--- config.mk ---
export PLATFORM = sky130hd
export DESIGN_NAME = dmem_access_ctrl
export DESIGN_NICKNAME = d
export VERILOG_FILES = /design/src/rtl/dmem_ctrl_pkg.sv /design/src/rtl/dmem_burst_counter.sv /design/src/rtl/dmem_access_ctrl.sv
export SDC_FILE = /design/constraint.sdc
export NUM_CORES = 1
export LEC_CHECK = 0
export CORE_MARGIN = 5
export CORE_UTILIZATION = 46
export CTS_CLUSTER_DIAMETER = 40
export DETAILED_ROUTE_END_ITERATION = 12
export GPL_ROUTABILITY_DRIVEN = 0
export PLACE_DENSITY = 0.87
export RECOVER_POWER = 50
export SYNTH_ARGS = -nofsm -noshare
export SYNTH_HDL_FRONTEND = slang
export SYNTH_SLANG_ARGS = --single-unit
--- constraint.sdc ---
create_clock -name clk -period 5.9 [get_ports clk]
set_input_delay 0.59 -clock clk [delete_from_list [all_inputs] [get_ports clk]]
set_output_delay 0.59 -clock clk [all_outputs]
set_load 0.02 [all_outputs]
--- src/rtl/dmem_ctrl_pkg.sv ---
// Shared types and constants for the data-memory access controller.
// Holds the port-ownership state encoding and the load/store size codes.
package dmem_ctrl_pkg;

  typedef enum logic [2:0] {
    RUN,
    HALTED,
    WR_COLLECT,
    WR_ISSUE,
    RD_ISSUE,
    RD_WAIT,
    DONE
  } state_e;

  localparam logic [2:0] F3_LB  = 3'b000;
  localparam logic [2:0] F3_LH  = 3'b001;
  localparam logic [2:0] F3_LW  = 3'b010;
  localparam logic [2:0] F3_SW  = 3'b010;
  localparam logic [2:0] F3_LBU = 3'b100;
  localparam logic [2:0] F3_LHU = 3'b101;

  function automatic logic is_burst_access(state_e s);
    return (s == WR_ISSUE) || (s == RD_ISSUE);
  endfunction

endpackage

--- src/rtl/dmem_burst_counter.sv ---
// Address and remaining-length tracking for debug bursts.
// Steps by one word, or by two for a packed pair write; the address wraps modulo 2^ADDR_W.
module dmem_burst_counter #(
  parameter int ADDR_W = 9,
  parameter int LEN_W  = 10
) (
  input  logic              clk,
  input  logic              rst_n,
  input  logic              load,
  input  logic [ADDR_W-1:0] start_addr,
  input  logic [LEN_W-1:0]  start_len,
  input  logic              advance,
  input  logic              pair,
  output logic [ADDR_W-1:0] addr,
  output logic              last,
  output logic              single_left
);

  logic [ADDR_W-1:0] addr_q, addr_d;
  logic [LEN_W-1:0]  rem_q, rem_d;

  always_comb begin
    addr_d = addr_q;
    rem_d  = rem_q;
    if (load) begin
      addr_d = start_addr;
      rem_d  = start_len;
    end else if (advance) begin
      if (pair) begin
        addr_d = addr_q + ADDR_W'(2);
        rem_d  = rem_q - LEN_W'(2);
      end else begin
        addr_d = addr_q + ADDR_W'(1);
        rem_d  = rem_q - LEN_W'(1);
      end
    end
  end

  always_ff @(posedge clk or negedge rst_n) begin
    if (!rst_n) begin
      addr_q <= '0;
      rem_q  <= '0;
    end else begin
      addr_q <= addr_d;
      rem_q  <= rem_d;
    end
  end

  // "last" means the step taken this cycle empties the burst.
  assign addr        = addr_q;
  assign single_left = (rem_q == LEN_W'(1));
  assign last        = pair ? (rem_q == LEN_W'(2)) : (rem_q == LEN_W'(1));

endmodule

--- src/rtl/dmem_access_ctrl.sv ---
// Arbitrates the single data-memory port between the core MEM stage and the debug unit.
// Core accesses pass straight through; a debug halt stalls the core and runs packed write or read bursts.
module dmem_access_ctrl
  import dmem_ctrl_pkg::*;
#(
  parameter int ADDR_W = 9,
  parameter int DATA_W = 32,
  parameter int LEN_W  = 10
) (
  input  logic              clk,
  input  logic              rst_n,
  input  logic              core_mem_read,
  input  logic              core_mem_write,
  input  logic [ADDR_W-1:0] core_addr,
  input  logic [DATA_W-1:0] core_wdata,
  input  logic [2:0]        core_funct3,
  output logic [DATA_W-1:0] core_rdata,
  output logic              core_stall,
  input  logic              dbg_halt_req,
  output logic              dbg_halted,
  input  logic              dbg_cmd_valid,
  output logic              dbg_cmd_ready,
  input  logic              dbg_cmd_write,
  input  logic [ADDR_W-1:0] dbg_cmd_addr,
  input  logic [LEN_W-1:0]  dbg_cmd_len,
  input  logic              dbg_wdata_valid,
  output logic              dbg_wdata_ready,
  input  logic [DATA_W-1:0] dbg_wdata,
  output logic              dbg_rdata_valid,
  output logic [DATA_W-1:0] dbg_rdata,
  output logic              dbg_done,
  output logic              mem_read,
  output logic              mem_write,
  output logic [ADDR_W-1:0] mem_a,
  output logic [DATA_W-1:0] mem_wd,
  output logic [DATA_W-1:0] mem_wd2,
  output logic [2:0]        mem_funct3,
  output logic              mem_enable_halt,
  input  logic [DATA_W-1:0] mem_rd
);

  state_e            state_q, state_d;
  logic              core_stall_q, core_stall_d;
  logic              dbg_halted_q, dbg_halted_d;
  logic              rdata_valid_q, rdata_valid_d;
  logic [DATA_W-1:0] rdata_q, rdata_d;
  logic [DATA_W-1:0] word0_q, word0_d;
  logic [DATA_W-1:0] word1_q, word1_d;
  logic              have_word0_q, have_word0_d;

  logic              cmd_accept;
  logic              wdata_accept;
  logic              pair_issue;
  logic [ADDR_W-1:0] burst_addr;
  logic              burst_last;
  logic              single_left;

  assign cmd_accept   = (state_q == HALTED) && dbg_cmd_valid;
  assign wdata_accept = (state_q == WR_COLLECT) && dbg_wdata_valid;
  assign pair_issue   = (state_q == WR_ISSUE) && !single_left;

  dmem_burst_counter #(
    .ADDR_W(ADDR_W),
    .LEN_W (LEN_W)
  ) u_counter (
    .clk        (clk),
    .rst_n      (rst_n),
    .load       (cmd_accept),
    .start_addr (dbg_cmd_addr),
    .start_len  (dbg_cmd_len),
    .advance    (is_burst_access(state_q)),
    .pair       (pair_issue),
    .addr       (burst_addr),
    .last       (burst_last),
    .single_left(single_left)
  );

  always_ff @(posedge clk or negedge rst_n) begin
    if (!rst_n) begin
      state_q       <= RUN;
      core_stall_q  <= 1'b0;
      dbg_halted_q  <= 1'b0;
      rdata_valid_q <= 1'b0;
      rdata_q       <= '0;
      word0_q       <= '0;
      word1_q       <= '0;
      have_word0_q  <= 1'b0;
    end else begin
      state_q       <= state_d;
      core_stall_q  <= core_stall_d;
      dbg_halted_q  <= dbg_halted_d;
      rdata_valid_q <= rdata_valid_d;
      rdata_q       <= rdata_d;
      word0_q       <= word0_d;
      word1_q       <= word1_d;
      have_word0_q  <= have_word0_d;
    end
  end

  // Once a burst starts it runs to DONE; dropping the halt request only matters at DONE.
  always_comb begin
    state_d = state_q;
    unique case (state_q)
      RUN:        if (dbg_halt_req) state_d = HALTED;
      HALTED: begin
        if (dbg_cmd_valid) begin
          if (dbg_cmd_len == '0)  state_d = DONE;
          else if (dbg_cmd_write) state_d = WR_COLLECT;
          else                    state_d = RD_ISSUE;
        end else if (!dbg_halt_req) begin
          state_d = RUN;
        end
      end
      WR_COLLECT: if (dbg_wdata_valid && (have_word0_q || single_left)) state_d = WR_ISSUE;
      WR_ISSUE:   state_d = burst_last ? DONE : WR_COLLECT;
      RD_ISSUE:   if (burst_last) state_d = RD_WAIT;
      RD_WAIT:    state_d = DONE;
      DONE:       state_d = dbg_halt_req ? HALTED : RUN;
      default:    state_d = RUN;
    endcase
  end

  always_comb begin
    core_stall_d  = (state_d != RUN);
    dbg_halted_d  = (state_d != RUN);
    rdata_valid_d = (state_q == RD_ISSUE);
    rdata_d       = (state_q == RD_ISSUE) ? mem_rd : rdata_q;
    word0_d       = word0_q;
    word1_d       = word1_q;
    have_word0_d  = have_word0_q;
    if (cmd_accept || (state_q == WR_ISSUE)) begin
      have_word0_d = 1'b0;
    end else if (wdata_accept) begin
      if (have_word0_q) begin
        word1_d = dbg_wdata;
      end else begin
        word0_d      = dbg_wdata;
        have_word0_d = 1'b1;
      end
    end
  end

  // The memory port is forced idle while rst_n is low so a core request cannot leak through reset.
  always_comb begin
    mem_read        = 1'b0;
    mem_write       = 1'b0;
    mem_a           = '0;
    mem_wd          = '0;
    mem_wd2         = '0;
    mem_funct3      = 3'b000;
    mem_enable_halt = 1'b0;
    dbg_cmd_ready   = (state_q == HALTED);
    dbg_wdata_ready = (state_q == WR_COLLECT);
    dbg_done        = (state_q == DONE);
    if (rst_n) begin
      unique case (state_q)
        RUN: begin
          mem_read   = core_mem_read;
          mem_write  = core_mem_write;
          mem_a      = core_addr;
          mem_wd     = core_wdata;
          mem_funct3 = core_funct3;
        end
        WR_ISSUE: begin
          mem_write       = 1'b1;
          mem_funct3      = F3_SW;
          mem_a           = burst_addr;
          mem_wd          = word0_q;
          mem_wd2         = pair_issue ? word1_q : '0;
          mem_enable_halt = pair_issue;
        end
        RD_ISSUE: begin
          mem_read   = 1'b1;
          mem_funct3 = F3_LW;
          mem_a      = burst_addr;
        end
        default: ;
      endcase
    end
  end

  assign core_rdata      = mem_rd;
  assign core_stall      = core_stall_q;
  assign dbg_halted      = dbg_halted_q;
  assign dbg_rdata_valid = rdata_valid_q;
  assign dbg_rdata       = rdata_q;

endmodule

* After elaboration in Yosys (flattened, before gate mapping) *
Cells that the tools add are included.
W data, S select, Z words.

storage, ports and cells
  output and inout port bits = 149
  register bits after elaboration = 121
  logic and storage cells = 73
  input bits = 135

cells by class
  mux-type cells = 34
  bitwise gates (word level) = 2
  equal/unequal tests = 8
  $add $sub $neg = 4
  reductions and logical operators = 16

operator list
  kind                     count
  $mux W32                 4
  $pmux W32 S2             1
  $mux W9                  4
  $mux W10                 3
  $mux W3                  9
  $pmux W3 S7              1
  $pmux W9 S2              1
  $eq A10 B1 Y1 const B    1
  $eq A10 B2 Y1 const B    1
  $logic_not A10 Y1        1
  $sub A10 B1 Y10 const B  1
  $sub A10 B2 Y10 const B  1
  $add A9 B1 Y9 const B    1
  $add A9 B2 Y9 const B    1
  $eq A3 B3 Y1 const B     3
  $mux W1                  8
  $eq A3 B2 Y1 const B     2
  $pmux W3 S2              1
  $reduce_and A3 Y1        2
  $logic_and A1 B1 Y1      4
  $pmux W1 S2              2
  $reduce_bool A2 Y1       2
  $eq A3 B1 Y1 const B     1
  $logic_not A3 Y1         1
  other kinds (5)          8

* Depth between registers and ports, before layout *
  depth after elaboration = 7
  mapped depth = 9
  gate-level depth less buffers = 7

* Hierarchy *
Synthesis repeated with hierarchy kept, for this count alone.

second synthesis, totals
  cells, all modules = 521
  area total of the unflattened synthesis = 6204.7 um^2

by module, submodules not included
  module              area each (um^2)  cells each  seq. area each (um^2)  instances
  dmem_access_ctrl    4973.5            386         2552.4                 1
  dmem_burst_counter  1231.2            135         475.5                  1

* Least setup slack after synthesis *
Ideal clock, no wire load.

  path kind = register -> output
  from = register state_q[0]
  to = output port mem_wd2[22]
  slack = 3.321 ns
  required time = 5.310 ns
  buffers on the path = 4
  stages on the path, launching flop included = 9
  data arrival time = 1.989 ns
  cell sequence = dfrtp_1 > buf_2 > and3b_1 > buf_2 > and2_1 > buf_2 > nor2b_1 > clkbuf_1 > and2_1

on the way
  word-level cells in the longest chain between the ends = 5

ends and longest elaborated chain
  element                 line                                             source
  from (decl)             dmem_access_ctrl.sv:42                           state_e state_q, state_d;
  from (signal assigned)  dmem_access_ctrl.sv:89                           state_q <= state_d;
  $eq A3 B2 Y1 *          dmem_access_ctrl.sv:60, dmem_access_ctrl.sv:156
  $logic_and A1 B1 Y1     dmem_access_ctrl.sv:60                           assign pair_issue = (state_q == WR_ISSUE) && !single_left;
  $mux W32                dmem_access_ctrl.sv:169                          mem_wd2 = pair_issue ? word1_q : '0;
  $mux W32 *              dmem_access_ctrl.sv:156                          unique case (state_q)
  $mux W32 *              dmem_access_ctrl.sv:155                          if (rst_n) begin
  to (decl)               dmem_access_ctrl.sv:36                           output logic [DATA_W-1:0] mem_wd2,

Every way passes the cells marked *; elsewhere a longest branch is shown, timed or not.

* Worst setup path in the final report *
  from = register state_q[2]
  to = output port mem_wd2[16]

Same word-level chain as after synthesis.

==> results_tabular.tex <==
\begin{tabular}{lr}
\hline
Metric & Value \\
\hline
\multicolumn{2}{l}{\textbf{Detailed routing}} \\
\quad Per-cell via count in the routed design & 5.408 \\
\quad Post-detailed-route DRC marker count & 0 \\
\quad Via Count & approximately 5600 \\
\quad Drt wl/cell & 19.44 um \\
\quad Routed wire length & 20100 um \\
\quad Antenna viol nets, final & 0 \\
\quad Detailed Route Iter0 Violations & approximately 300 \\
\quad First-pass detailed-route iteration total & 5 \\
\multicolumn{2}{l}{\textbf{Global routing}} \\
\quad Met1 track utilization from global routing & between 20\% and 30\% \\
\quad Vias in the first global route & 6070 \\
\quad Overall overflow remaining after global route & 0 \\
\quad Met3 Use GR & under 10\% \\
\quad Pin count of the biggest net entering global routing & just under 80 \\
\quad Antenna violations before repair & 1 \\
\quad Met2 global-route usage & roughly 43\% \\
\quad All-layer global routing usage & about a quarter \\
\quad Wire length of the first global-routing pass & 31260 um \\
\quad Most Crowded Layer GR & met2 \\
\multicolumn{2}{l}{\textbf{Worst setup path}} \\
\quad Worst path arrival time & $\sim$4.0 ns \\
\quad Worst Path Class, Setup & flip-flop to output pin \\
\quad Worst-path fanout max & 34 \\
\quad Dominant delay contributor by cell family on the critical path & simple AND/OR/NAND/NOR gates \\
\quad Reg2Reg Launch Point & state\_q[2]\$\_DFF\_PN0\_ \\
\quad Data required time of the critical path & roughly 5.3 ns \\
\quad Sort of element at the end of the critical path & output pin \\
\quad Cell chain of the critical path & and3b\_1 -> and2\_1 -> buf\_4 -> nor2b\_2 -> and2\_1 -> clkdlybuf4s50\_1 \\
\quad Launching element of the worst setup path & state\_q[2]\$\_DFF\_PN0\_ \\
\quad Critical path buffers and inverters & 2 \\
\quad Setup crit start kind & flip-flop \\
\quad Stage delay of the slowest cell on the critical path & 0.95 ns \\
\quad Critical Path Slowest Stage Cell & nor2b\_2 \\
\quad Most used cell along the critical path & and2\_1 \\
\multicolumn{2}{l}{\textbf{Yosys}} \\
\quad Post-synth EDFFs & 0 \\
\quad Most numerous cell types in the synthesized netlist & dfrtp\_1, nand2\_1, mux2\_2, a22o\_1, and2\_1 \\
\quad Leading cell type by number of instances after synthesis & dfrtp\_1 \\
\quad Number of instances in the synthesized netlist & $\sim$610 \\
\quad Yosys warning total & 0 \\
\quad Top area cells in the synthesized netlist & dfrtp\_1, mux2\_2, nand2\_1 \\
\quad Distinct cell type count of the synthesized netlist & 56 \\
\quad Share of flip-flops with an asynchronous set or reset after synthesis & between 90\% and 100\% \\
\quad Top FF cell, synth & dfrtp\_1 \\
\quad Post-Synthesis Mean Instance Area & slightly above 10 um2 \\
\quad Sequential area share after synthesis & roughly half \\
\quad Top cell type's share of synthesized area & between 40 and 50\% \\
\quad Number of nets produced by synthesis & around 750 \\
\quad Synth area leader & dfrtp\_1 \\
\quad Cell area after synthesis & approximately 6300 um2 \\
\quad Seq cells post-synth & between 100 and 150 \\
\multicolumn{2}{l}{\textbf{Pwr}} \\
\quad P\_int & 2238 uW \\
\quad Peak ir drop on the vdd network & $\sim$210 uV \\
\quad Static Leakage & between 0.003 and 0.004 uW \\
\quad Net switching component of the power & 1023 uW \\
\quad Part of the power in registers & 40.1\% \\
\quad Clock Power Share & a little under 30\% \\
\quad Power density normalized to cell area & about 340 nW/um2 \\
\quad Sw Share & a little under a third \\
\quad Final Total Pwr & roughly 3300 uW \\
\quad Proportion of power drawn by combinational gates & a little over 30\% \\
\multicolumn{2}{l}{\textbf{Floorplan}} \\
\quad Standard-cell row count & 42 \\
\quad Die W & between 100 and 150 um \\
\quad Floorplan Core Area & between 10000 and 15000 um2 \\
\quad Total Die Area & between 15000 and 20000 um2 \\
\quad Die Span Y & between 100 and 150 um \\
\quad IO Count & $\sim$280 \\
\quad Starting density of the core & a little under half \\
\multicolumn{2}{l}{\textbf{Clock tree}} \\
\quad Clk slew on worst S/H paths & about 0.05 ns \\
\quad Number of buffers inserted during clock tree synthesis & 17 \\
\quad Insertion delay to the later sink of the worst-skew pair & 0.42 ns \\
\quad Hold\_buf cts & 0 \\
\quad Maximum level of the CTS H-tree & 4 \\
\quad Number of cells upsized or downsized after cts & 0 \\
\quad Cell at the root of the clock tree & clkbuf\_16 \\
\quad Post-CTS Repair Setup Buffers & 0 \\
\quad CTS tree & built \\
\quad Clock tree buffer depth & 2 \\
\quad Total clock sinks & approximately 120 \\
\multicolumn{2}{l}{\textbf{Final layout}} \\
\quad Inserted Diodes & 0 \\
\quad Final net count & around 1000 \\
\quad Layout fillers & just over 900 \\
\quad Share of layout cells above drive strength 1 & a little under an eighth \\
\quad Area delta synth->final & 51.30\% \\
\multicolumn{2}{l}{\textbf{Min path}} \\
\quad Min-delay worst type & primary input to asynchronous set/reset pin \\
\multicolumn{2}{l}{\textbf{Timing}} \\
\quad Achievable frequency & 218.8 MHz \\
\quad Clock tree skew after final layout & $\sim$0.0048 ns \\
\quad Worst max-slew margin expressed relative to the limit & -23.42\% \\
\quad Hold Violations, Final & 0 \\
\quad Setup-violating endpoint count in the final report & 0 \\
\quad Accumulated negative setup slack & 0 ns \\
\quad Post-layout worst setup margin & 1.330 ns \\
\quad Worst hold slack across all endpoints & 0.1915 ns \\
\quad Worst Max-Slew Pin Slew & between 1.5 and 2 ns \\
\quad Unrepaired setup endpoints after global routing & false \\
\quad Count of final max-slew check failures & just under 70 \\
\quad Shortest clock period the worst path allows after layout & between 4 and 5 ns \\
\quad Final critical-path share of the clock period & 77.45\% \\
\multicolumn{2}{l}{\textbf{Outcome}} \\
\quad Status & complete, but fails checks \\
\quad Failing checks & capacitance limit, slew limit \\
\multicolumn{2}{l}{\textbf{Run}} \\
\quad Number of maximum-capacitance violations & 2 \\
\multicolumn{2}{l}{\textbf{Place}} \\
\quad Port bufs & roughly 280 \\
\quad Worst slack, placed & $\sim$1.7 ns \\
\quad Detailed-placement wirelength estimate & between 10000 and 15000 um \\
\hline
\end{tabular}
[placed cells by master (no fill, tap or decap), types with 4 or more instances in the layout]
| master | synthesis | layout |
|---|---|---|
| nand3_1 | 7 | 7 |
| a22o_1 | 41 | 41 |
| o21ai_0 | 16 | 16 |
| clkdlybuf4s50_1 | 0 | 243 |
| a31oi_1 | 4 | 4 |
| inv_1 | 5 | 5 |
| nor3_1 | 6 | 6 |
| xnor2_1 | 9 | 9 |
| clkbuf_16 | 0 | 17 |
| mux2_2 | 63 | 63 |
| dlygate4sd3_1 | 0 | 39 |
| nor4_1 | 5 | 5 |
| nor2_1 | 22 | 21 |
| a22oi_1 | 4 | 4 |
| nand2_1 | 117 | 117 |
| dfrtp_1 | 121 | 121 |
| ha_1 | 7 | 7 |
| and2_1 | 38 | 37 |
| a211oi_1 | 5 | 5 |
| clkbuf_1 | 22 | 10 |
| a21oi_1 | 16 | 16 |
[state kept, by name (all words and copies together), names as in the netlist]
name,cells
dbg_halted,1
dbg_rdata,32
dbg_rdata_valid,1
have_word0_q,1
state_q,3
u_counter.addr,9
u_counter.rem_q,10
word0_q,32
word1_q,32
[power groups by stage]
stage	Sequential, uW	Combinational (uW)	Clock, uW
after floorplan	1230	658	0
after global placement	1300	954	0
after detailed placement	1310	994	0
after CTS	1300	1010	959
after global routing	1340	1080	1000
final	1310	1010	945
[cell families (layout without fill, tap and decap cells)]
kind of cell / count (synthesis) / count (layout) / share of synthesized area [%]
AND/OR/NAND/NOR: 217 / 217 / 16.25
XOR/XNOR: 11 / 11 / 1.533
flip-flops: 121 / 121 / 48.18
adder cells (fa/ha/maj): 7 / 7 / 1.394
multiplexers: 67 / 67 / 11.96
AO/OA/AOI/OAI: 111 / 111 / 13.66
buffers and inverters: 75 / 324 / 7.027
[worst paths after layout]
| path | to | depth (start not counted) | slack (ns) |
|---|---|---|---|
| worst max-delay path | mem_wd2[16] | 6 | 1.33 |
| worst min-delay path | u_counter.addr[1]$_DFFE_PN0P_ | 1 | 0.19 |
| worst max register to register | u_counter.addr[6]$_DFFE_PN0P_ | 7 | 1.44 |
| worst min register to register | dbg_rdata[24]$_DFFE_PN0P_ | 2 | 0.46 |
| max in group asynchronous | word0_q[27]$_DFFE_PN0P_ | 2 | 4.33 |
| min in group clk | dbg_rdata[24]$_DFFE_PN0P_ | 2 | 0.46 |
[stage by stage]
| step | instance area (um2) | std cells | util, % |
|---|---|---|---|
| global route | 9509 | 1034 | 71.52 |
| detailed placement | 8987 | 1004 | 67.60 |
| floorplan | 6285 | 609 | - |
| finish | 9509 | 1034 | 71.52 |
| global placement | 8987 | 1004 | 67.60 |
| CTS | 9520 | 1034 | 71.61 |
[final cells by class]
| class | count | area (um2) | share of cell area (%) |
|---|---|---|---|
| clock inverter | 3 | 40.04 | 0.4211 |
| sequential | 121 | 3028 | 31.84 |
| tap | 176 | 220.2 | 2.316 |
| inverter | 6 | 23.77 | 0.2500 |
| clock buffer | 27 | 493.0 | 5.184 |
| multi-input combinational | 413 | 2848 | 29.95 |
| timing repair buffer | 288 | 2856 | 30.04 |
[routing by layer]
metal	wire, um	up-vias
met5	7	-
met1	7332	2694
met3	1919	48
met4	580	2
li1	-	2583
met2	10260	265
Power figures use the tool's default switching activity.
